File: src/rtl/tt_capture_pkg.sv
// tt_capture_pkg: shared TX state type and UART frame geometry for tt_io_capture
package tt_capture_pkg;
  typedef enum logic [1:0] {IDLE, START, DATA, STOP} tx_state_t;
  localparam int FRAME_BITS = 10;
  localparam int DATA_W = 8;
endpackage

File: src/rtl/tt_capture_fifo.sv
// tt_capture_fifo: power-of-two FIFO whose full-state push is accepted only alongside a pop
module tt_capture_fifo #(
  parameter int DEPTH = 8,
  parameter int W = 8
) (
  input  logic         CLK,
  input  logic         rst_n,
  input  logic         push,
  input  logic         pop,
  input  logic [W-1:0] din,
  output logic [W-1:0] data,
  output logic         full,
  output logic         empty
);
  localparam int AW = $clog2(DEPTH);
  logic [W-1:0] mem [DEPTH];
  logic [AW-1:0] wr, rd;
  logic [AW:0] cnt;
  logic do_push, do_pop;
  assign do_pop = pop && !empty;
  assign do_push = push && (!full || do_pop);
  assign full = cnt == (AW+1)'(DEPTH);
  assign empty = cnt == '0;
  assign data = mem[rd];
  always_ff @(posedge CLK)
    if (do_push) mem[wr] <= din;
  always_ff @(posedge CLK) begin
    if (!rst_n) begin
      wr <= '0;
      rd <= '0;
      cnt <= '0;
    end else begin
      if (do_push) wr <= wr + AW'(1);
      if (do_pop) rd <= rd + AW'(1);
      cnt <= cnt + (AW+1)'(do_push) - (AW+1)'(do_pop);
    end
  end
endmodule

File: src/rtl/tt_io_capture.sv
// tt_io_capture: samples dut_out on dut_clk rising edges into a FIFO and streams it out as 8N1 UART; TT_CAPTURE_CHANGE_ONLY_EN pushes only changed values
module tt_io_capture
  import tt_capture_pkg::*;
#(
  parameter int BAUD_DIV = 104,
  parameter int FIFO_DEPTH = 8
) (
  input  logic              CLK,
  input  logic              rst_n,
  input  logic              dut_clk,
  input  logic [DATA_W-1:0] dut_out,
  output logic              tx,
  output logic              overflow,
  output logic              busy
);
  localparam int LAST_BIT = FRAME_BITS - 3;
  logic dut_clk_q, cap, push, pop, full, empty, baud_end;
  logic [DATA_W-1:0] head, sh, sh_n;
  logic [15:0] cnt, cnt_n;
  logic [2:0] idx, idx_n;
  tx_state_t state, state_n;
  assign cap = dut_clk && !dut_clk_q;
`ifdef TT_CAPTURE_CHANGE_ONLY_EN
  logic [DATA_W-1:0] last;
  logic last_valid;
  assign push = cap && (!last_valid || dut_out != last);
  always_ff @(posedge CLK) begin
    if (!rst_n) begin
      last_valid <= 1'b0;
      last <= '0;
    end else if (push && (!full || pop)) begin
      last_valid <= 1'b1;
      last <= dut_out;
    end
  end
`else
  assign push = cap;
`endif
  tt_capture_fifo #(.DEPTH(FIFO_DEPTH), .W(DATA_W)) u_fifo (
    .CLK(CLK),
    .rst_n(rst_n),
    .push(push),
    .pop(pop),
    .din(dut_out),
    .data(head),
    .full(full),
    .empty(empty)
  );
  assign baud_end = cnt == 16'(BAUD_DIV - 1);
  assign busy = state != IDLE || !empty;
  always_ff @(posedge CLK) begin
    if (!rst_n) begin
      dut_clk_q <= 1'b0;
      overflow <= 1'b0;
      state <= IDLE;
      cnt <= '0;
      idx <= '0;
      sh <= '0;
    end else begin
      dut_clk_q <= dut_clk;
      overflow <= overflow | (push & full & !pop);
      state <= state_n;
      cnt <= cnt_n;
      idx <= idx_n;
      sh <= sh_n;
    end
  end
  always_comb begin
    state_n = state;
    cnt_n = (state == IDLE || baud_end) ? '0 : cnt + 16'd1;
    idx_n = idx;
    sh_n = sh;
    pop = 1'b0;
    tx = 1'b1;
    case (state)
      IDLE: if (!empty) begin
        pop = 1'b1;
        sh_n = head;
        state_n = START;
      end
      START: begin
        tx = 1'b0;
        if (baud_end) begin
          state_n = DATA;
          idx_n = '0;
        end
      end
      DATA: begin
        tx = sh[idx];
        if (baud_end) begin
          idx_n = idx + 3'd1;
          state_n = idx == 3'(LAST_BIT) ? STOP : DATA;
        end
      end
      STOP: state_n = baud_end ? IDLE : STOP;
      default: state_n = IDLE;
    endcase
  end
endmodule

File: config.mk
export PLATFORM = sky130hd
export DESIGN_NAME = tt_io_capture
export DESIGN_NICKNAME = d
export VERILOG_FILES = /design/src/rtl/tt_capture_pkg.sv /design/src/rtl/tt_capture_fifo.sv /design/src/rtl/tt_io_capture.sv
export SDC_FILE = /design/constraint.sdc
export NUM_CORES = 1
export LEC_CHECK = 0
export CORE_ASPECT_RATIO = 0.6
export CORE_UTILIZATION = 28
export DETAILED_ROUTE_END_ITERATION = 7
export HOLD_SLACK_MARGIN = 0.1
export PLACE_DENSITY_LB_ADDON = 0.3
export SLEW_MARGIN = 25
export SYNTH_ARGS = -nofsm -noshare
export SYNTH_HDL_FRONTEND = slang
export SYNTH_HIERARCHICAL = 1
export SYNTH_SLANG_ARGS = --single-unit
File: constraint.sdc
create_clock -name CLK -period 4.25 [get_ports CLK]
set_clock_uncertainty 0.2 [all_clocks]
set_input_delay 0.85 -clock CLK [delete_from_list [all_inputs] [get_ports CLK]]
set_output_delay 0.85 -clock CLK [all_outputs]
set_load 0.01 [all_outputs]
======== Word-level counts from Yosys, hierarchy flattened ========
Memories as Yosys holds them, arrays and structs flattened. A register that Yosys moved wholly into a read port is not among the register bits.
Cells that the tools add are included.
word-level totals
  register bits ........................... 33
  RAM bits ................................ 64
  output and inout bits ................... 3
  logic and storage cells ................. 65
  memories ................................ 1
memories
  memory      words  width  read ports  clocked after memory_dff  wr ports  RTL line               text
  u_fifo.mem  8      8      1           1                         1         tt_capture_fifo.sv:16  logic [W-1:0] mem [DEPTH];
operators by class
  add/subtract/negate cells ............... 6
  order comparisons ....................... 1
  eq/ne operators ......................... 9
  multiplexer cells ....................... 16
  bitwise gates (word level) .............. 5
  reduce and logical (&&, ||, !) cells .... 19
operators with widths
  cell                     number
  $add A16 B1 Y16 const B  1
  $eq A16 B7 Y1 const B    1
  $add A3 B1 Y3 const B    3
  $mux W2                  4
  $pmux W2 S4              1
  $mux W1                  6
  $mux W3                  2
  $ne A2 B2 Y1 const B     3
  $pmux W3 S2              1
  $reduce_and A3 Y1        2
  $logic_not A1 Y1         5
  $add A4 B1 Y4            1
  $eq A2 B2 Y1 const B     2
  $eq A4 B4 Y1 const B     1
  $logic_not A4 Y1         1
  $lt A3 B4 Y1 const B     1
  $reduce_bool A2 Y1       2
  $sub A4 B1 Y4            1
  $bmux W1 S3              1
  $eq A3 B3 Y1 const B     1
  $logic_and A1 B1 Y1      3
  $logic_or A1 B1 Y1       3
  $and A1 B1 Y1            2
  $eq A2 B1 Y1 const B     1
  6 further kinds          7

======== Longest topological paths before layout ========
  depth after elaboration ................. 8
  gate-level depth with buffers ........... 14
  gate-level depth less buffers ........... 12

======== Hierarchy ========
Netlist, hierarchy kept.
by module, submodules not included
  module           times used  cells each  area each (um2)  seq. area each (um2)
  tt_capture_fifo  1           186         3201.8           2182.1
  tt_io_capture    1           162         1453.9           620.6

======== Worst setup path before layout ========
No wires, ideal clock.
  path type ............................... reg2reg
  start point ............................. register u_fifo.cnt[2]
  end point ............................... register u_fifo.cnt[2]
  data arrival time ....................... 2.918 ns
  slack ................................... 1.013 ns
  cell stages (with the launch flop) ...... 15
  buffers on the path ..................... 2
  clock period less this slack ............ 3.237 ns
  cells stage by stage .................... dfxtp_1 -> inv_1 -> ha_1 -> nor3b_1 -> or3_1 -> clkbuf_1 -> clkinv_1 -> nor2b_1 -> clkbuf_1 -> mux2i_1 -> ha_1 -> inv_1 -> fa_1 -> xor2_1 -> nor2_1
on the way
  longest elaborated chain between the ends .. 8
  elaborated cells on any way between the ends .. 11
  those cells by class .................... add/sub: 2; eq/ne: 1; mux: 2; reduce/logical: 6
ends and longest elaborated chain
  what                     RTL line               text
  start, declared          tt_capture_fifo.sv:18  logic [AW:0] cnt;
  start signal, assigned   tt_capture_fifo.sv:35  cnt <= cnt + (AW+1)'(do_push) - (AW+1)'(do_pop);
  $logic_not A4 Y1 (*)     tt_capture_fifo.sv:23  assign empty = cnt == '0;
  via empty                tt_io_capture.sv:17    logic dut_clk_q, cap, push, pop, full, empty, baud_end;
  $mux W1 (*)              tt_io_capture.sv:76    IDLE: if (!empty) begin
  $mux W1 (*)              tt_io_capture.sv:75    case (state)
  via pop                  tt_io_capture.sv:17
  $logic_and A1 B1 Y1 (*)  tt_capture_fifo.sv:20  assign do_pop = pop && !empty;
  $logic_or A1 B1 Y1       tt_capture_fifo.sv:21  assign do_push = push && (!full || do_pop);
  $logic_and A1 B1 Y1      tt_capture_fifo.sv:21
  $add A4 B1 Y4            tt_capture_fifo.sv:35
  $sub A4 B1 Y4 (*)        tt_capture_fifo.sv:35
The timed path passes the listed nets; every way through them passes the cells marked *.
A chain may end at the register's enable or synchronous reset.

======== Worst setup path in the final report ========
Ends and elaborated chain as after synthesis.

==> key figures <==
Floorplanning
  • Initial Utilization: 0.286
  • Placeable Area: 16,300 µm²
  • Die area: 17,200 µm²
  • I/O pin count: 14
  • Die height: 102 µm
  • Die X-Extent: 168 µm
  • Rows: 36

GRT
  • GR Overflow Total: 0
  • First-pass GRT wire length: 14,400 µm
  • Largest net degree at the start of global routing: 25
  • Vias in the first global route: 2,718
  • GRT Overall Usage: 0.113
  • Initial antenna violation count: 0

Clocking
  • Root buf cell: clkbuf_16
  • CTS Buf Count: 9
  • H-tree level count: 3
  • # hold bufs at CTS: 0
  • Setup Buffers After CTS: 0
  • Post-cts sizing count: 0
  • Clock Sinks: 108
  • CTS tree: yes
  • Worst skew pair latency: 0.34 ns
  • Worst-path clk slew: 0.07 ns
  • CTS Buffer Depth: 2

Drt
  • ANT nets after route: 0
  • Via count: 2,717
  • Wire per inst: 15.2 µm
  • Vias per inst: 4.53
  • Wire length after detailed routing: 9130 µm
  • Pre-antenna DRT Iters: 4
  • DRT iter0 DRCs: 145
  • Drt drc: 0

STA
  • Final setup TNS: 0 ns
  • Tmin final: 3.61 ns
  • RSZ-0062 raised after global routing: no
  • Slew Limit Headroom: 0.402
  • Fmax: 277 MHz
  • Number of max-slew violations in the final report: 0
  • Fin. Hold Viols: 0
  • Worst Tran Pin Value: 0.896 ns
  • Worst path setup slack after routing: 0.640 ns
  • Final setup violation count: 0
  • Period utilization: 0.849

Critical path
  • Worst path arrival time: 3.64 ns
  • Slowest CP cell: nor2b_1
  • CP Max Fanout: 12
  • Critical Path RT: 4.28 ns
  • Kind of critical path: reg -> reg
  • Cell Chain, Critical Path: inv_1 -> ha_1 -> nor3b_1 -> buf_4 -> or3_1 -> clkinv_1 -> buf_4 -> nor2b_1 -> mux2i_1 -> ha_1 -> inv_1 -> fa_1 -> xor2_1 -> nor2_1
  • CP peak stage delay: 0.52 ns
  • Critical Path Source Type: register
  • CP Capture Type: register

Layout
  • Synthesis-to-finish area growth: 15.2%
  • # diodes: 0
  • Most frequent cells in the layout: edfxtp_1, dfxtp_1, nand2_1
  • Share of cells above drive strength 1: 0.161
  • Fin nets: 389
  • Commonest non-fill, non-tap cell in the layout: edfxtp_1
  • Final instance area: 5370 µm²

Place
  • RePlAce Congestion: 0.678
  • Post-place setup slack: 0.641 ns
  • DP Area: 5060 µm²
  • Post-DP HPWL: 6370 µm
  • # port buffers: 13

Synth
  • Async SR Flop Fraction: 0
  • Mapped Cells: 348
  • Ys Warns: 6
  • Syn Area/Cell: 13.4 µm²
  • Ys flop type: edfxtp_1
  • Post-synth EDFFs: 64
  • Syn_nets: 370
  • Synth cell types: 54
  • Post-synthesis cell area: 4660 µm²
  • Seq/Total Area, Yosys: 0.602
  • FF+latch count, synth: 108

Status
  • Run status: finished clean

Pwr
  • VDD IR-drop max: 0.190 mV
  • PwrDens: 513 nW/µm²
  • Static leakage: 1.73 nW

Flow run
  • Max_cap viols: 0

Hold path
  • Hold WC Path Type: reg -> reg
[per-stage QoR]
| stage | total power [mW] | cells | utilization | hold WS [ns] |
|---|---|---|---|---|
| 5_1_grt | 2.90 | 600 | 0.330 | 0.285 |
| 2_1_floorplan | 1.75 | 348 | - | 0.240 |
| 6_report | 2.75 | 600 | 0.330 | 0.264 |
| 4_1_cts | 2.80 | 600 | 0.330 | 0.267 |
| 3_5_place_dp | 1.96 | 584 | 0.311 | 0.257 |
| 3_3_place_gp | 1.93 | 584 | 0.311 | 0.258 |
[per-layer routing]
| metal | routed length (µm) | vias up | track usage | part of all wire |
|---|---|---|---|---|
| met3 | 220 | 5 | 0.0283 | 0.024 |
| met2 | 3880 | 33 | 0.168 | 0.42 |
| met1 | 4950 | 1355 | 0.161 | 0.54 |
| met5 | 0 | - | 0 | 0 |
| li1 | - | 1324 | - | - |
| met4 | 87 | 0 | 0.0399 | 0.0095 |
[registers in the layout, indices dropped and copies added (netlist names), named ones only]
signal and cells:
u_fifo/cnt 4, sh 8, dut_clk_q 1, u_fifo/mem 64, u_fifo/rd 3, u_fifo/wr 3, idx 3, overflow 1
cnt 16, state 2
[report_power, final]
part,total [mW],switching (mW),internal (mW)
registers,1.30,0.0855,1.22
logic,0.620,0.326,0.294
clock network,0.832,0.414,0.418
total,2.75,0.826,1.93
[kinds of logic (layout without fill, tap and decap cells)]
logic type,Yosys count,after routing,synth area share
xor+xnor,13,13,0.0245
buf+inv,27,51,0.0339
flops,108,108,0.602
mux,34,34,0.124
simple gates,124,124,0.139
fa+ha+maj,11,11,0.0312
compound gates,31,31,0.0457
[synthesized netlist by cell type (2+ instances only)]
| master | n | share of area |
|---|---|---|
| a31oi_1 | 2 | 0.0027 |
| nor3_1 | 9 | 0.0097 |
| a21boi_0 | 10 | 0.016 |
| nand3_1 | 8 | 0.0086 |
| mux4_2 | 18 | 0.087 |
| dfxtp_1 | 44 | 0.19 |
| clkbuf_1 | 7 | 0.0056 |
| mux2_2 | 8 | 0.019 |
| and2_1 | 3 | 0.0040 |
| xor2_1 | 4 | 0.0075 |
| nand2b_1 | 5 | 0.0067 |
| or3b_1 | 2 | 0.0038 |
| mux2i_1 | 8 | 0.017 |
| nor2b_1 | 9 | 0.012 |
| buf_6 | 5 | 0.012 |
| xnor2_1 | 9 | 0.017 |
| edfxtp_1 | 64 | 0.41 |
| a21oi_1 | 5 | 0.0054 |
| nand2_1 | 35 | 0.028 |
| inv_1 | 9 | 0.0073 |
| ha_1 | 10 | 0.027 |
| and3b_1 | 2 | 0.0038 |
| nor4_1 | 6 | 0.0081 |
| nand4_1 | 6 | 0.0081 |
| o21ai_0 | 5 | 0.0054 |
| nor2_1 | 24 | 0.019 |
| or3_1 | 4 | 0.0054 |
[worst paths after layout]
check | slack (ns) | cells after the start | from | endpoint
min reg2reg | 0.26 | 2 | sh[6] | sh[6]
max reg2reg | 0.64 | 14 | u_fifo/cnt[2] | u_fifo/cnt[2]
min | 0.26 | 2 | sh[6] | sh[6]
max | 0.64 | 14 | u_fifo/cnt[2] | u_fifo/cnt[2]
[critical path, delay by kind of cell (launching register included)]
| family | cells | cell delay (ns) |
|---|---|---|
| and+or+nand+nor | 4 | 1.20 |
| adders and majority gates | 3 | 0.80 |
| buffers and inverters | 5 | 0.55 |
| DFF | 1 | 0.32 |
| muxes | 1 | 0.26 |
| xor gates and xnor gates | 1 | 0.18 |
[final cells by class]
cell class | instances | area, µm²
fill | 1584 | 10900
tap | 228 | 285
clock inverter | 7 | 77.6
clock buffer | 9 | 225
timing repair buffer | 24 | 213
multi-input combinational | 213 | 1710
inverter | 11 | 53.8
sequential | 108 | 2800
Note: power is estimated with default switching activity, not from simulation.
